File: config.mk
export PLATFORM = sky130hd
export DESIGN_NAME = load_store_unit
export DESIGN_NICKNAME = d
export VERILOG_FILES = /design/src/rtl/load_store_unit.sv
export SDC_FILE = /design/constraint.sdc
export NUM_CORES = 1
export LEC_CHECK = 0
export ABC_AREA = 1
export CAP_MARGIN = 20
export CORE_MARGIN = 5
export CORE_UTILIZATION = 50
export DETAILED_ROUTE_END_ITERATION = 16
export DONT_BUFFER_PORTS = 1
export PLACE_DENSITY = 0.69
export SLEW_MARGIN = 20
export SYNTH_ARGS = -nofsm -noshare
export SYNTH_HDL_FRONTEND = slang
export SYNTH_SLANG_ARGS = --single-unit
File: constraint.sdc
create_clock -name clk_i -period 1.9 [get_ports clk_i]
set_input_delay 0.38 -clock clk_i [delete_from_list [all_inputs] [get_ports clk_i]]
set_output_delay 0.38 -clock clk_i [all_outputs]
set_load 0.01 [all_outputs]
File: src/rtl/load_store_unit.sv
// load_store_unit: MEM-stage initiator for a byte-addressed, little-endian data memory.
// Accepts one lw/sw request at a time through valid/ready. Drives the memory
// addr/data/MemRead/MemWrite strobes and waits out the read latency. Returns exactly
// one response per request: load data, store completion, or an error.
// Ports:
//   clk_i, rst_i (async, active-low)
//   req_valid_i/req_ready_o/req_we_i/req_addr_i/req_wdata_i : request from the pipeline
//   rsp_valid_o/rsp_rdata_o/rsp_err_o                       : response to the pipeline
//   stall_o                                                 : freezes upstream stages
//   mem_addr_o/mem_data_o/mem_read_o/mem_write_o/mem_data_i : data memory port
module load_store_unit #(
  parameter int unsigned ADDR_W    = 32,
  parameter int unsigned DATA_W    = 32,
  parameter int unsigned RD_LAT    = 1,
  parameter int unsigned MEM_BYTES = 32
) (
  input  logic              clk_i,
  input  logic              rst_i,
  input  logic              req_valid_i,
  output logic              req_ready_o,
  input  logic              req_we_i,
  input  logic [ADDR_W-1:0] req_addr_i,
  input  logic [DATA_W-1:0] req_wdata_i,
  output logic              rsp_valid_o,
  output logic [DATA_W-1:0] rsp_rdata_o,
  output logic              rsp_err_o,
  output logic              stall_o,
  output logic [ADDR_W-1:0] mem_addr_o,
  output logic [DATA_W-1:0] mem_data_o,
  output logic              mem_read_o,
  output logic              mem_write_o,
  input  logic [DATA_W-1:0] mem_data_i
);

  localparam int unsigned CNT_W = $clog2(RD_LAT + 1);
  localparam logic [ADDR_W-1:0] MAX_ADDR = ADDR_W'(MEM_BYTES - 4);

  localparam logic [1:0] IDLE  = 2'd0;
  localparam logic [1:0] ISSUE = 2'd1;
  localparam logic [1:0] WAIT  = 2'd2;
  localparam logic [1:0] DONE  = 2'd3;

  logic [1:0]        state_q, state_d;
  logic              we_q, we_d;
  logic [CNT_W-1:0]  cnt_q, cnt_d;
  logic [ADDR_W-1:0] addr_d;
  logic [DATA_W-1:0] wdata_d;
  logic [DATA_W-1:0] rdata_d;
  logic              rd_d, wr_d;
  logic              rsp_valid_d, rsp_err_d;
  logic              bad_addr;

  // Misaligned or beyond the last full word of memory.
  assign bad_addr = (req_addr_i[1:0] != 2'b00) || (req_addr_i > MAX_ADDR);

  // Ready is masked by reset so no accept can be signalled while reset is held.
  assign req_ready_o = (state_q == IDLE) && rst_i;

  // Stall drops in DONE so the pipeline advances together with the response.
  assign stall_o = ((state_q == IDLE) && req_valid_i) || (state_q == ISSUE) || (state_q == WAIT);

  // State and registered outputs.
  always_ff @(posedge clk_i or negedge rst_i) begin
    if (!rst_i) begin
      state_q     <= IDLE;
      we_q        <= 1'b0;
      cnt_q       <= '0;
      mem_addr_o  <= '0;
      mem_data_o  <= '0;
      mem_read_o  <= 1'b0;
      mem_write_o <= 1'b0;
      rsp_valid_o <= 1'b0;
      rsp_err_o   <= 1'b0;
      rsp_rdata_o <= '0;
    end else begin
      state_q     <= state_d;
      we_q        <= we_d;
      cnt_q       <= cnt_d;
      mem_addr_o  <= addr_d;
      mem_data_o  <= wdata_d;
      mem_read_o  <= rd_d;
      mem_write_o <= wr_d;
      rsp_valid_o <= rsp_valid_d;
      rsp_err_o   <= rsp_err_d;
      rsp_rdata_o <= rdata_d;
    end
  end

  // Next state and next values of the registered outputs.
  always_comb begin
    state_d     = state_q;
    we_d        = we_q;
    cnt_d       = cnt_q;
    addr_d      = mem_addr_o;
    wdata_d     = mem_data_o;
    rdata_d     = rsp_rdata_o;
    rd_d        = 1'b0;
    wr_d        = 1'b0;
    rsp_valid_d = 1'b0;
    rsp_err_d   = 1'b0;

    case (state_q)
      IDLE: begin
        if (req_valid_i && req_ready_o) begin
          we_d    = req_we_i;
          addr_d  = req_addr_i;
          wdata_d = req_wdata_i;
          if (bad_addr) begin
            // Rejected requests skip the memory entirely.
            state_d     = DONE;
            rsp_valid_d = 1'b1;
            rsp_err_d   = 1'b1;
            rdata_d     = '0;
          end else begin
            state_d = ISSUE;
            wr_d    = req_we_i;
            rd_d    = ~req_we_i;
          end
        end
      end
      ISSUE: begin
        if (we_q) begin
          state_d     = DONE;
          rsp_valid_d = 1'b1;
        end else begin
          state_d = WAIT;
          cnt_d   = CNT_W'(RD_LAT);
        end
      end
      WAIT: begin
        // Read data is valid in the last WAIT cycle (counter == 1).
        if (cnt_q == CNT_W'(1)) begin
          state_d     = DONE;
          rdata_d     = mem_data_i;
          rsp_valid_d = 1'b1;
        end else begin
          cnt_d = cnt_q - CNT_W'(1);
        end
      end
      DONE: begin
        state_d = IDLE;
      end
      default: begin
        state_d = IDLE;
      end
    endcase
  end

endmodule
==> results.cfg, run 1 <==
[status]
status = finished with violations
violations = hold timing

[timing]
fmax_mhz = 546.6
timing.final.crit_share_pct = 96.29
finalSetupViolations = 0
rsz0062_at_grt = true
fin_skew_ps = 12.42
tns_ps = 0
maxSlewHeadroom_pct = 54.99
fin_ws_ps = 70.58
final_hold_viol_count = 104
tightest_slew_ps = 675.1
hold_ws_ps = -285.4
finalMaxSlewViolations = 0
min_period_ps = 1829

[power]
pwr-share-comb_pct = 30.7
p_sw_share_pct = 41.25
ir_drop_v = 0.0006838
p_int_w = 0.004808
power.leakage_nw = 2.840
p_clk_share_pct = 15.8
netSwitchingPower_w = 0.003376
power-per-cell-area_mw_per_mm2 = 1682
seqPwrFrac_pct = 53.5

[detailed_routing]
vias_per_cell = 5.006
drc = 0
vias = 3354
drt_iter0_drc = 148
firstDrtPassIters = 4
wirelength_um = 10740
ant_nets = 0
wl_per_cell_um = 16.02

[critical_path]
critical_path_class = reg2out
critical_path.max_fanout = 17
worstSetupEndpointType = output port
worstPathCellList = inv_1, buf_4, ha_4, buf_12, nor2_2, nand2_1
startpoint_type = flop
required_ps = 1520
arrival_ps = 1450
crit_path_max_incr_delay_ps = 350
slowest_stage = dfrtp_1

[placement]
pre_cts_slack_ps = -86.92
dp_hpwl_um = 7414
gp_congestion = 0.7895
io_buffer_count = 0
postPlaceCellArea_mm2 = 0.004568

[logic_synthesis]
syn_nets = 660
synth_area_mm2 = 0.004464
yosysWarnings = 0
postSynthCellCount = 556
yosysTopAreaCell = dfrtp_1
post_synth.cell_area_avg_um2 = 8.029
synthTopCellsByArea = dfrtp_1, nand2_1, inv_1
ys_ff_latch = 104
yosysSeqAreaShare_pct = 58.30
ys_types = 19
synth_top_area_share_pct = 58.30

[final_layout]
multi_input_area_mm2 = 0.001583
nFillCells = 806
final_cell_mix = nand2_1, dfrtp_1, inv_1
diodes = 0
final_area_mm2 = 0.004867
areaGrowthSynthToFinish_pct = 9.025
register_area_mm2 = 0.002603
layout_commonest_cell = nand2_1
drive_above_1_share_pct = 7.295
layout.nets = 663

[floorplanning]
core_area_mm2 = 0.008721
ios = 202
start_util_pct = 51.19
fp-row-count = 34
die_area_mm2 = 0.01092
die_h_um = 104.5
die_x_um = 104.5

[cts]
numCtsBuffers = 9
cts.htree.levels = 3
clk_path_buf_depth = 2
clock-sinks = 104
clockRootBuffer = clkbuf_8
worstSkewPairLatency_ps = 350
cts.clk_slew.worst_paths_ps = 90
cts_tree = yes

[grt]
antenna_found_initial = 0
grt_usage_pct = 19.04
grt_pass1_vias = 3167
grt_pass1_wl_um = 16840
grt_overflow = 0
grt_max_degree = 107

[hold_path]
hold_path.class = in2async

[run]
drv_cap = 0
power by group through the flow:
stage / Combinational (W) / Clock [W] / Sequential [W]
6_report: 0.00251 / 0.00129 / 0.00438
5_1_grt: 0.00290 / 0.00144 / 0.00449
4_1_cts: 0.00229 / 0.00134 / 0.00441
3_5_place_dp: 0.00220 / 0 / 0.00444
3_3_place_gp: 0.00209 / 0 / 0.00442
2_1_floorplan: 0.00181 / 0 / 0.00416
final cells by class:
type                            count  area share (%)
Timing Repair Buffer               18           3.985
Inverter                           47           3.625
Clock inverter                      3          0.9254
Tap cell                          108           2.776
Sequential cell                   104           53.47
Clock buffer                       11           2.699
Multi-Input combinational cell    379           32.52
synth_stat cells:
cell type    n
clkbuf_1    19
nor2_1      22
nand2_2      1
o21ai_0      6
dfrtp_1    104
o22ai_4      1
o22ai_1      1
a21oi_1      3
buf_6        3
nor2_8       1
inv_1       45
ha_1         4
nand3_1     32
buf_4        4
nor2_2       1
nor3_1       1
inv_2        2
buf_1        1
nand2_1    305
registers in the layout (all words and copies together), names as in the netlist:
signal / cells
state_q: 2
rsp_valid_o: 1
mem_read_o: 1
rsp_err_o: 1
mem_write_o: 1
we_q: 1
rsp_rdata_o: 32
cnt_q: 1
mem_data_o: 32
mem_addr_o: 32
metrics by stage:
step / instances / utilization, % / power (W) / hold WS, ps
global placement: 649 / 52.38 / 0.006516 / 87.46
global route: 670 / 55.81 / 0.008826 / -322.7
finish: 670 / 55.81 / 0.008185 / -285.4
floorplan: 556 / - / 0.005974 / 84.41
detailed placement: 649 / 52.38 / 0.006635 / 87.55
CTS: 664 / 54.82 / 0.008043 / -311.3
routing by layer:
| layer | track usage (%) | up-vias | part of all wire [%] | wire length [µm] |
|---|---|---|---|---|
| met5 | 0 | - | 0 | 0 |
| met2 | 30.41 | 134 | 49 | 5289 |
| met3 | 6.394 | 17 | 9.6 | 1027 |
| li1 | - | 1653 | - | - |
| met4 | 6.568 | 0 | 1.8 | 189 |
| met1 | 24.20 | 1550 | 39 | 4228 |
path summary, 6_finish.rpt:
kind	from	to	slack [ps]	cells after the start
min	rst_i	mem_addr_o[16]	-290	0
min reg2reg	we_q	we_q	520	2
min in group clk_i	req_we_i	mem_read_o	100	1
max	state_q[0]	stall_o	70	6
max reg2reg	state_q[1]	rsp_valid_o	190	7
max in group asynchronous	rst_i	mem_data_o[6]	2010	0
timing repair:
action	CTS	global route
setup buffers	0	5
pin swaps	1	4
cloned	1	1
endpoints found under the hold margin	104	104
gates resized for setup	5	4
endpoints found under the setup margin	33	37
critical path: cells and delay by family (launching register included):
family                   cells  cell delay (ps)
adder cells (fa/ha/maj)      1              180
flip-flops                   1              350
AND/OR/NAND/NOR              2              210
buffers and inverters        3              360
cell families after synthesis:
| group | share of synthesized area, % |
|---|---|
| AO/OA/AOI/OAI | 1.598 |
| adder cells (fa/ha/maj) | 1.121 |
| buffers and inverters | 7.063 |
| flip-flops | 58.30 |
| AND/OR/NAND/NOR | 31.92 |
Note: power is estimated with default switching activity, not from simulation.
==> run 2: changes to the inputs <==
--- a/config.mk
+++ b/config.mk
@@ -9,9 +9,11 @@
 export CAP_MARGIN = 20
 export CORE_MARGIN = 5
 export CORE_UTILIZATION = 50
+export CTS_BUF_LIST = sky130_fd_sc_hd__clkbuf_8
 export DETAILED_ROUTE_END_ITERATION = 16
 export DONT_BUFFER_PORTS = 1
 export PLACE_DENSITY = 0.69
+export REMOVE_ABC_BUFFERS = 1
 export SLEW_MARGIN = 20
 export SYNTH_ARGS = -nofsm -noshare
 export SYNTH_HDL_FRONTEND = slang
==> results.cfg, run 2 (same netlist as run 1, synthesis figures left out) <==
[floorplanning]
start_util_pct = 51.19
die_h_um = 104.5
fp-row-count = 34
die_area_mm2 = 0.01092
ios = 202
die_x_um = 104.5
core_area_mm2 = 0.008721

[critical_path]
rr_startpoint = state_q[0]
path_common_cell = nand2_1
crit_path_max_incr_delay_ps = 410
critical_path_class = reg2reg
critPathCapture = rsp_rdata_o[27]
critical_path_buf_inv_count = 4
critical_path.max_fanout = 32
critPathTopFamily = simple AND/OR/NAND/NOR gates
worstSetupEndpointType = flop
worstPathCellList = inv_2, ha_1, nand2_1, nor2_4, inv_2, nand2_1, inv_2, nor2_8, nand2_2, buf_12, nand2_1, nand2_1
arrival_ps = 2040
required_ps = 2160
startpoint_type = flop
crit_start = state_q[0]
worstReg2RegEnd = rsp_rdata_o[27]
reg2reg_slack_ps = 120
crit_cells = 12
worst-r2r-cell-count = 12
slowest_stage = dfrtp_1

[grt]
grt_usage_pct = 18.42
grt_pass1_wl_um = 16540
grt_overflow = 0
grt_max_degree = 107
antenna_found_initial = 0
grt_pass1_vias = 3221

[detailed_routing]
wirelength_um = 10270
vias = 3341
wl_per_cell_um = 15.50
ant_nets = 0
drc = 0
drt_iter0_drc = 262
vias_per_cell = 5.039
firstDrtPassIters = 5

[cts]
clk_path_buf_depth = 2
worstSkewPairLatency_ps = 360
numCtsBuffers = 9
cts.htree.levels = 3
clockRootBuffer = clkbuf_8
clock-sinks = 104
cts_tree = yes
cts.clk_slew.worst_paths_ps = 110

[timing]
tightest_slew_ps = 317.4
fin_skew_ps = 17.51
timing.final.crit_share_pct = 93.89
maxSlewHeadroom_pct = 78.84
hold_ws_ps = -298.5
finalMaxSlewViolations = 0
fmax_mhz = 560.5
min_period_ps = 1784
final_hold_viol_count = 104
fin_ws_ps = 116.0
finalSetupViolations = 0

[final_layout]
layout_commonest_cell = nand2_1
reg.largest.list = mem_addr_o (32), mem_data_o (32), rsp_rdata_o (32)
nFillCells = 804
final_cell_mix = nand2_1, dfrtp_1, inv_1
layout.nets = 654
areaGrowthSynthToFinish_pct = 6.895
diodes = 0
drive_above_1_share_pct = 5.766

[power]
ir_drop_v = 0.0008132
power-per-cell-area_mw_per_mm2 = 1644
power.leakage_nw = 2.812
p_total_w = 0.007845

[hold_path]
hold_path.class = in2async

[placement]
io_buffer_count = 0
dp_hpwl_um = 7293
pre_cts_slack_ps = 34.34
gp_congestion = 0.8236

[status]
status = finished with violations
violations = hold timing

[run]
drv_cap = 0
==> run 2: cell types whose count changed in the layout (fill, tap and decap cells not counted), sizes merged, moves of 2 or more <==
cell      change
inv           +3
clkinv        +3
clkinvlp      -2
buf           -7
clkbuf        -2
==> run 2: worst register-to-register path: cells and delay by family (launching register included) <==
kind,cells,cell delay (ps)
adder cells (fa/ha/maj),1,170
buffers and inverters,4,400
flip-flops,1,410
AND/OR/NAND/NOR,7,710
==> run 2: final cells by class <==
class	count	area, µm²	area share [%]
clock inverter	6	43.79	0.9177
clock buffer	10	137.6	2.884
inverter	47	176.4	3.697
multi-input combinational	378	1551	32.51
tap	108	135.1	2.832
timing repair buffer	10	125.1	2.622
sequential	104	2603	54.54
==> run 2: worst min-delay path by stage <==
stage                                end  slack [ps]  cells past startpoint
final                     mem_addr_o[25]        -300                      0
after detailed placement  mem_addr_o[10]          90                      0
after CTS                 mem_addr_o[10]        -320                      0
after global routing       mem_addr_o[4]        -330                      0
after global placement     mem_addr_o[4]          90                      0
after floorplan                    cnt_q          80                      0
==> run 2: metal layers <==
layer / wire length (µm) / vias up / global-route usage [%]
met2: 4706 / 160 / 28.82
met1: 4220 / 1522 / 23.42
met5: 0 / - / 0
met4: 157 / 0 / 5.920
li1: - / 1644 / -
met3: 1190 / 15 / 7.263
==> run 2: where the power goes <==
group,switching [W],internal (W)
clock network,0.000754,0.000521
logic,0.00138,0.000833
registers,0.00117,0.00318
==> run 2: stage by stage <==
| step | std cells | cell area, µm² | setup TNS, ps | hold slack [ps] | utilization, % |
|---|---|---|---|---|---|
| 2_1_floorplan | 529 | 4325 | -157180 | 84.41 | - |
| 3_3_place_gp | 645 | 4576 | 0 | 86.72 | 52.47 |
| 3_5_place_dp | 645 | 4576 | 0 | 86.98 | 52.47 |
| 4_1_cts | 661 | 4757 | 0 | -318.2 | 54.55 |
| 5_1_grt | 663 | 4772 | -0.2349 | -332.6 | 54.72 |
| 6_report | 663 | 4772 | 0 | -298.5 | 54.72 |
==> run 2: timing repair <==
item	CTS	global route
hold endpoints to repair	104	104
endpoints found under the setup margin	0	32
setup buffers	0	2
resized for setup	0	1
